==> config.mk <==
export PLATFORM = sky130hd
export DESIGN_NAME = lfo_scheduler
export DESIGN_NICKNAME = d
export VERILOG_FILES = /design/src/rtl/lfo_scheduler.sv
export SDC_FILE = /design/constraint.sdc
export NUM_CORES = 1
export LEC_CHECK = 0
export CORE_ASPECT_RATIO = 1.75
export CORE_UTILIZATION = 40
export DETAILED_ROUTE_END_ITERATION = 8
export GPL_TIMING_DRIVEN = 0
export PLACE_DENSITY_LB_ADDON = 0.05
export SYNTH_ARGS = -nofsm -noshare
export SYNTH_HDL_FRONTEND = slang
export SYNTH_SLANG_ARGS = --single-unit
==> constraint.sdc <==
create_clock -name CK -period 11 [get_ports CK]
set_clock_uncertainty 0.15 [all_clocks]
set_input_delay 3.3 -clock CK [delete_from_list [all_inputs] [get_ports CK]]
set_output_delay 3.3 -clock CK [all_outputs]
set_load 0.005 [all_outputs]
==> src/rtl/lfo_scheduler.sv <==
// Shared 8-bit triangle LFO datapath time-multiplexed over CHANNELS voices, one channel per CK after SYNC.
// Optional per-channel restart input KEYON is enabled by defining LFO_KEYON_EN.
module lfo_scheduler #(
  parameter int CHANNELS = 8,
  parameter int RATE_W   = 8
) (
  input  logic                CK,
  input  logic                nRES,
  input  logic                SYNC,
  input  logic                nWR,
  input  logic [3:0]          ADDR,
  input  logic [7:0]          PIN_DB_IN,
`ifdef LFO_KEYON_EN
  input  logic [CHANNELS-1:0] KEYON,
`endif
  output logic                LFO_VLD,
  output logic [2:0]          LFO_CH,
  output logic [7:0]          LFO_VAL,
  output logic                BUSY,
  output logic                OVERRUN
);

  typedef enum logic {IDLE, SCAN} state_t;

  state_t            state;
  logic [2:0]        ptr;
  logic [7:0]        value [CHANNELS];
  logic [CHANNELS-1:0] dir;
  logic [RATE_W-1:0] presc [CHANNELS];
  logic [7:0]        limit [CHANNELS];
  logic [RATE_W-1:0] rate  [CHANNELS];

  logic [7:0]        nxt_val;
  logic              nxt_dir;
  logic [RATE_W-1:0] nxt_presc;
  logic [2:0]        wr_ch;
  logic              wr_ok;

  // Direction is decided first, then the value moves one step along it.
  function automatic logic [8:0] lfo_step(input logic [7:0] v, input logic d,
                                          input logic [7:0] lim);
    logic nd;
    nd = d;
    if (v >= lim)
      nd = 1'b1;
    else if (v == 8'd0)
      nd = 1'b0;
    return {nd, (nd ? v - 8'd1 : v + 8'd1)};
  endfunction

  assign BUSY  = (state == SCAN);
  assign wr_ch = ADDR[3:1];
  assign wr_ok = !nWR && (32'(wr_ch) < CHANNELS);

  always_comb begin
    nxt_val   = value[ptr];
    nxt_dir   = dir[ptr];
    nxt_presc = presc[ptr];
`ifdef LFO_KEYON_EN
    if (KEYON[ptr]) begin
      nxt_val   = '0;
      nxt_dir   = 1'b0;
      nxt_presc = '0;
    end else
`endif
    if (limit[ptr] == 8'd0) begin
      nxt_val   = '0;
      nxt_dir   = 1'b0;
      nxt_presc = '0;
    end else if (presc[ptr] == rate[ptr]) begin
      nxt_presc          = '0;
      {nxt_dir, nxt_val} = lfo_step(value[ptr], dir[ptr], limit[ptr]);
    end else begin
      nxt_presc = presc[ptr] + 1'b1;
    end
  end

  // Channel state and config; a write racing the update lands after it.
  always_ff @(posedge CK or negedge nRES) begin
    if (!nRES) begin
      dir <= '0;
      for (int i = 0; i < CHANNELS; i++) begin
        value[i] <= '0;
        presc[i] <= '0;
        limit[i] <= '0;
        rate[i]  <= '0;
      end
    end else begin
      for (int i = 0; i < CHANNELS; i++) begin
        if (state == SCAN && ptr == 3'(i)) begin
          value[i] <= nxt_val;
          dir[i]   <= nxt_dir;
          presc[i] <= nxt_presc;
        end
        if (wr_ok && wr_ch == 3'(i)) begin
          if (ADDR[0])
            rate[i] <= RATE_W'(PIN_DB_IN);
          else
            limit[i] <= PIN_DB_IN;
        end
      end
    end
  end

  always_ff @(posedge CK or negedge nRES) begin
    if (!nRES) begin
      state   <= IDLE;
      ptr     <= '0;
      LFO_VLD <= 1'b0;
      LFO_CH  <= '0;
      LFO_VAL <= '0;
      OVERRUN <= 1'b0;
    end else begin
      LFO_VLD <= 1'b0;
      case (state)
        IDLE: begin
          if (SYNC) begin
            state <= SCAN;
            ptr   <= '0;
          end
        end
        SCAN: begin
          LFO_VLD <= 1'b1;
          LFO_CH  <= ptr;
          LFO_VAL <= nxt_val;
          if (SYNC)
            OVERRUN <= 1'b1;
          if (ptr == 3'(CHANNELS - 1))
            state <= IDLE;
          else
            ptr <= ptr + 3'd1;
        end
        default: state <= IDLE;
      endcase
    end
  end

endmodule

==> key figures <==
Finish
  – Area Growth Syn to Fin: 14.1%
  – Layout cell share with drive strength beyond 1: between 20% and 30%
  – Antenna diode count: 0
  – NumNets Final: between 1k and 1.5k
  – Filler cell count: between 3k and 4k

Route
  – DRC viols: 0
  – Antenna Nets Post-Route: 0
  – Detailed-router iteration count before antenna repair: 4
  – Met3 wire length: 899 um
  – WL met1: about 13 mm
  – WL final: about 35 mm
  – Vias per std cell: 5.59
  – Vias post-DR: 8,391
  – Met2 WL: a little over 20 mm
  – Top Metal Used: met4
  – 1st-iter DRT viols: 343
  – WL per Instance: about 24 um

Timing
  – Slew HR: roughly a quarter
  – Fin crit period: ~6.4 ns
  – Unrepaired setup endpoints after global routing: no
  – Max Clock Freq: around 0.16 GHz
  – Post-route clock period utilization: roughly 60%
  – Fin. Hold Viols: 0
  – Worst slew pin tran: approximately 1.1 ns
  – Final setup violation count: 0
  – Max-slew violations: 0
  – Setup tns final: 0 ns

CTS
  – CTS buffer count: 28
  – CTS Buffer Depth: 3
  – Clk root buf: clkbuf_16
  – Clk_lat worst skew: roughly 0.58 ns
  – Reg clk slew, reported paths: 0.07 ns
  – Post-CTS Resized: 0
  – Clk sinks: ~280
  – H-tree levels: 1
  – Setup repair bufs after CTS: 0
  – CTS tree: built
  – # hold bufs at CTS: 0

Power
  – Total power: 4600 uW
  – Pint: 2830 uW
  – Comb pwr share: roughly 46%
  – Sw Share: between 30% and 40%
  – Leakage: around 0.0065 uW
  – Reg power frac: between 30% and 40%
  – P_sw: roughly 1800 uW
  – Clock power frac: between 20% and 30%
  – Power Dens Cells: 305 mW/mm2
  – Peak supply drop: between 100 and 150 uV

Run status
  – Status: finished, final reports clean

Synth
  – Warnings from Yosys: 0
  – Post-synthesis sequential area ratio: roughly 53%
  – Cells taking the most area after synthesis: dfrtp_1 (53%), mux2_2 (13%), mux4_2 (10%)
  – Post-synth top flop: dfrtp_1
  – Synth Net Count: ~1.1k
  – Synth top area share: roughly 53%
  – Synth Area per Inst: around 13 um2
  – Fraction of registers with async set/reset: between 90% and 100%
  – EDFF count, synth: 0
  – Syn Std Cell Area: around 0.013 mm2
  – Yosys top cell by area: dfrtp_1
  – Yosys reg bits: between 200 and 300
  – Library cells used by synthesis: 49
  – Gate Count Post-Synth: about 1.0k

Floorplan
  – Core area: roughly 0.032 mm2
  – Die ar.: 0.0338 mm2
  – IO Pins: 30
  – Chip width: 139 um
  – Die Ht: 243 um
  – Initial Util: about two fifths
  – Row cnt: a little under 90

Worst setup path
  – Crit Path Max Fanout: 10
  – Worst EP required: between 10 and 15 ns
  – Arr. time, crit path: between 6 and 7 ns
  – Worst Setup Path Type: reg -> reg
  – CP Capture Type: flip-flop
  – Worst Setup Start Kind: flip-flop

Global routing
  – Vias in the first global route: a little over 9k
  – Initial antenna violation count: 0
  – Largest net degree at the start of global routing: about 100
  – First-pass GRT wire length: between 50 and 60 mm
  – GRT Overall Usage: around 22%
  – Grt ovf: 0

Placement
  – GP Congestion: ~0.79
  – HPWL after DPL: 25.5 mm
  – IO Port Bufs: 28

Min path
  – Hold Crit Class: reg -> reg

Job
  – Max-cap viol count: 0
Yosys cell counts, drive strengths merged, types with 2 or more instances:
master and n:
buf 23, o221ai 2, and2 2, a21oi 10, xor2 4, mux4 66
inv 15, o21ai 116, nand3 5, o21a 2, and3 6, nor3b 3
nor2b 5, a21boi 2, a31oi 5, clkbuf 41, nand4 4, xnor2 13
o31ai 19, a41oi 6, nor2 21, nand2 146, dfrtp 281, or2 2
a21o 2, mux2i 29, nor3 3, mux2 154, ha 21, or3 3
o22ai 2
stage by stage:
stage                     hold slack (ns)  std cells  util, %  cell area, um2  worst slack, ns
after global routing                0.339       1502     46.5           15100             3.90
after global placement              0.296       1449     43.2           14000            -6.41
after floorplan                     0.290       1021        -           13200             5.87
after detailed placement            0.311       1451     43.4           14100             4.45
final                               0.324       1502     46.5           15100             4.55
after CTS                           0.326       1502     46.5           15100             4.43
worst max-delay path, stage by stage, from the launching register on:
cell and delay [ns]:
dfrtp_1 0.35, buf_2 0.28, clkbuf_1 0.75, mux4_2 0.44
mux2i_1 0.42, inv_1 0.19, ha_1 0.24, a21oi_1 0.13
o21ai_0 0.09, a31oi_1 0.17, o21ai_0 0.17, a211oi_4 0.39
inv_1 0.23, ha_1 0.40, and2_1 0.15, o21ai_0 0.13
o21ai_0 0.16, o31ai_1 0.37, a21oi_1 0.14, xor2_1 0.18
or4_1 0.43, buf_6 0.16, a41oi_1 0.20
worst paths after layout:
check                                      start               endpoint  slack [ns]  cells after the start
max                           ptr[2]$_DFFE_PN0P_  value[55]$_DFFE_PN0P_        4.55                     22
min                        value[13]$_DFFE_PN0P_  value[13]$_DFFE_PN0P_        0.32                      2
max reg2reg                   ptr[2]$_DFFE_PN0P_  value[55]$_DFFE_PN0P_        4.55                     22
min reg2reg                value[13]$_DFFE_PN0P_  value[13]$_DFFE_PN0P_        0.32                      2
max in group asynchronous                   nRES  limit[58]$_DFFE_PN0P_        7.15                      2
min in group asynchronous                   nRES  presc[40]$_DFFE_PN0P_        2.56                      1
cell families after synthesis:
| group | synth area share, % |
|---|---|
| AOI/OAI and AO/OA | 7.32 |
| DFF | 53.2 |
| xor gates and xnor gates | 1.13 |
| and+or+nand+nor | 6.54 |
| muxes | 26.9 |
| buffers and inverters | 2.83 |
| adders and majority gates | 2.14 |
placed cells by master (no fill, tap or decap), types with 6 or more instances in the layout:
cell / synthesis / layout
a21oi_1: 10 / 10
inv_1: 15 / 15
o21ai_0: 113 / 113
o31ai_1: 19 / 19
clkbuf_1: 41 / 46
buf_2: 10 / 10
mux2_2: 154 / 154
nor2_1: 20 / 20
mux2i_1: 25 / 25
clkdlybuf4s50_1: 0 / 27
clkbuf_8: 0 / 8
buf_4: 8 / 8
clkbuf_16: 0 / 28
nand2_1: 146 / 146
dfrtp_1: 281 / 281
mux4_2: 60 / 60
mux4_1: 6 / 6
xnor2_1: 13 / 13
ha_1: 21 / 21
a41oi_1: 6 / 6
and3_1: 6 / 6
metal layers:
layer	global-route usage, %	vias to the layer above
li1	-	3831
met1	24.4	4367
met2	43.2	123
met3	1.99	70
met4	8.69	0
met5	0	-
cell type report:
class | count | area (um2) | share of cell area, %
clock buffer | 41 | 830 | 5.50
inverter | 16 | 60.1 | 0.398
timing repair buffer | 30 | 340 | 2.26
clock inverter | 10 | 193 | 1.28
sequential | 281 | 7030 | 46.6
multi-input combinational | 660 | 5820 | 38.6
tap | 400 | 500 | 3.32
buffer | 64 | 314 | 2.08
power by group through the flow:
stage               Sequential, uW  Clock (uW)  Combinational (uW)
floorplan                     1410           0                1490
global placement              1460           0                2120
detailed placement            1460           0                2150
CTS                           1440        1090                2150
global route                  1470        1120                2330
finish                        1440        1060                2110
sequential cells by signal, indices dropped and copies added, names as in the netlist:
name     count
BUSY         1
LFO_CH       3
LFO_VAL      8
LFO_VLD      1
OVERRUN      1
dir          8
limit       64
presc       64
ptr          3
rate        64
value       64
Note: power is estimated with default switching activity, not from simulation.
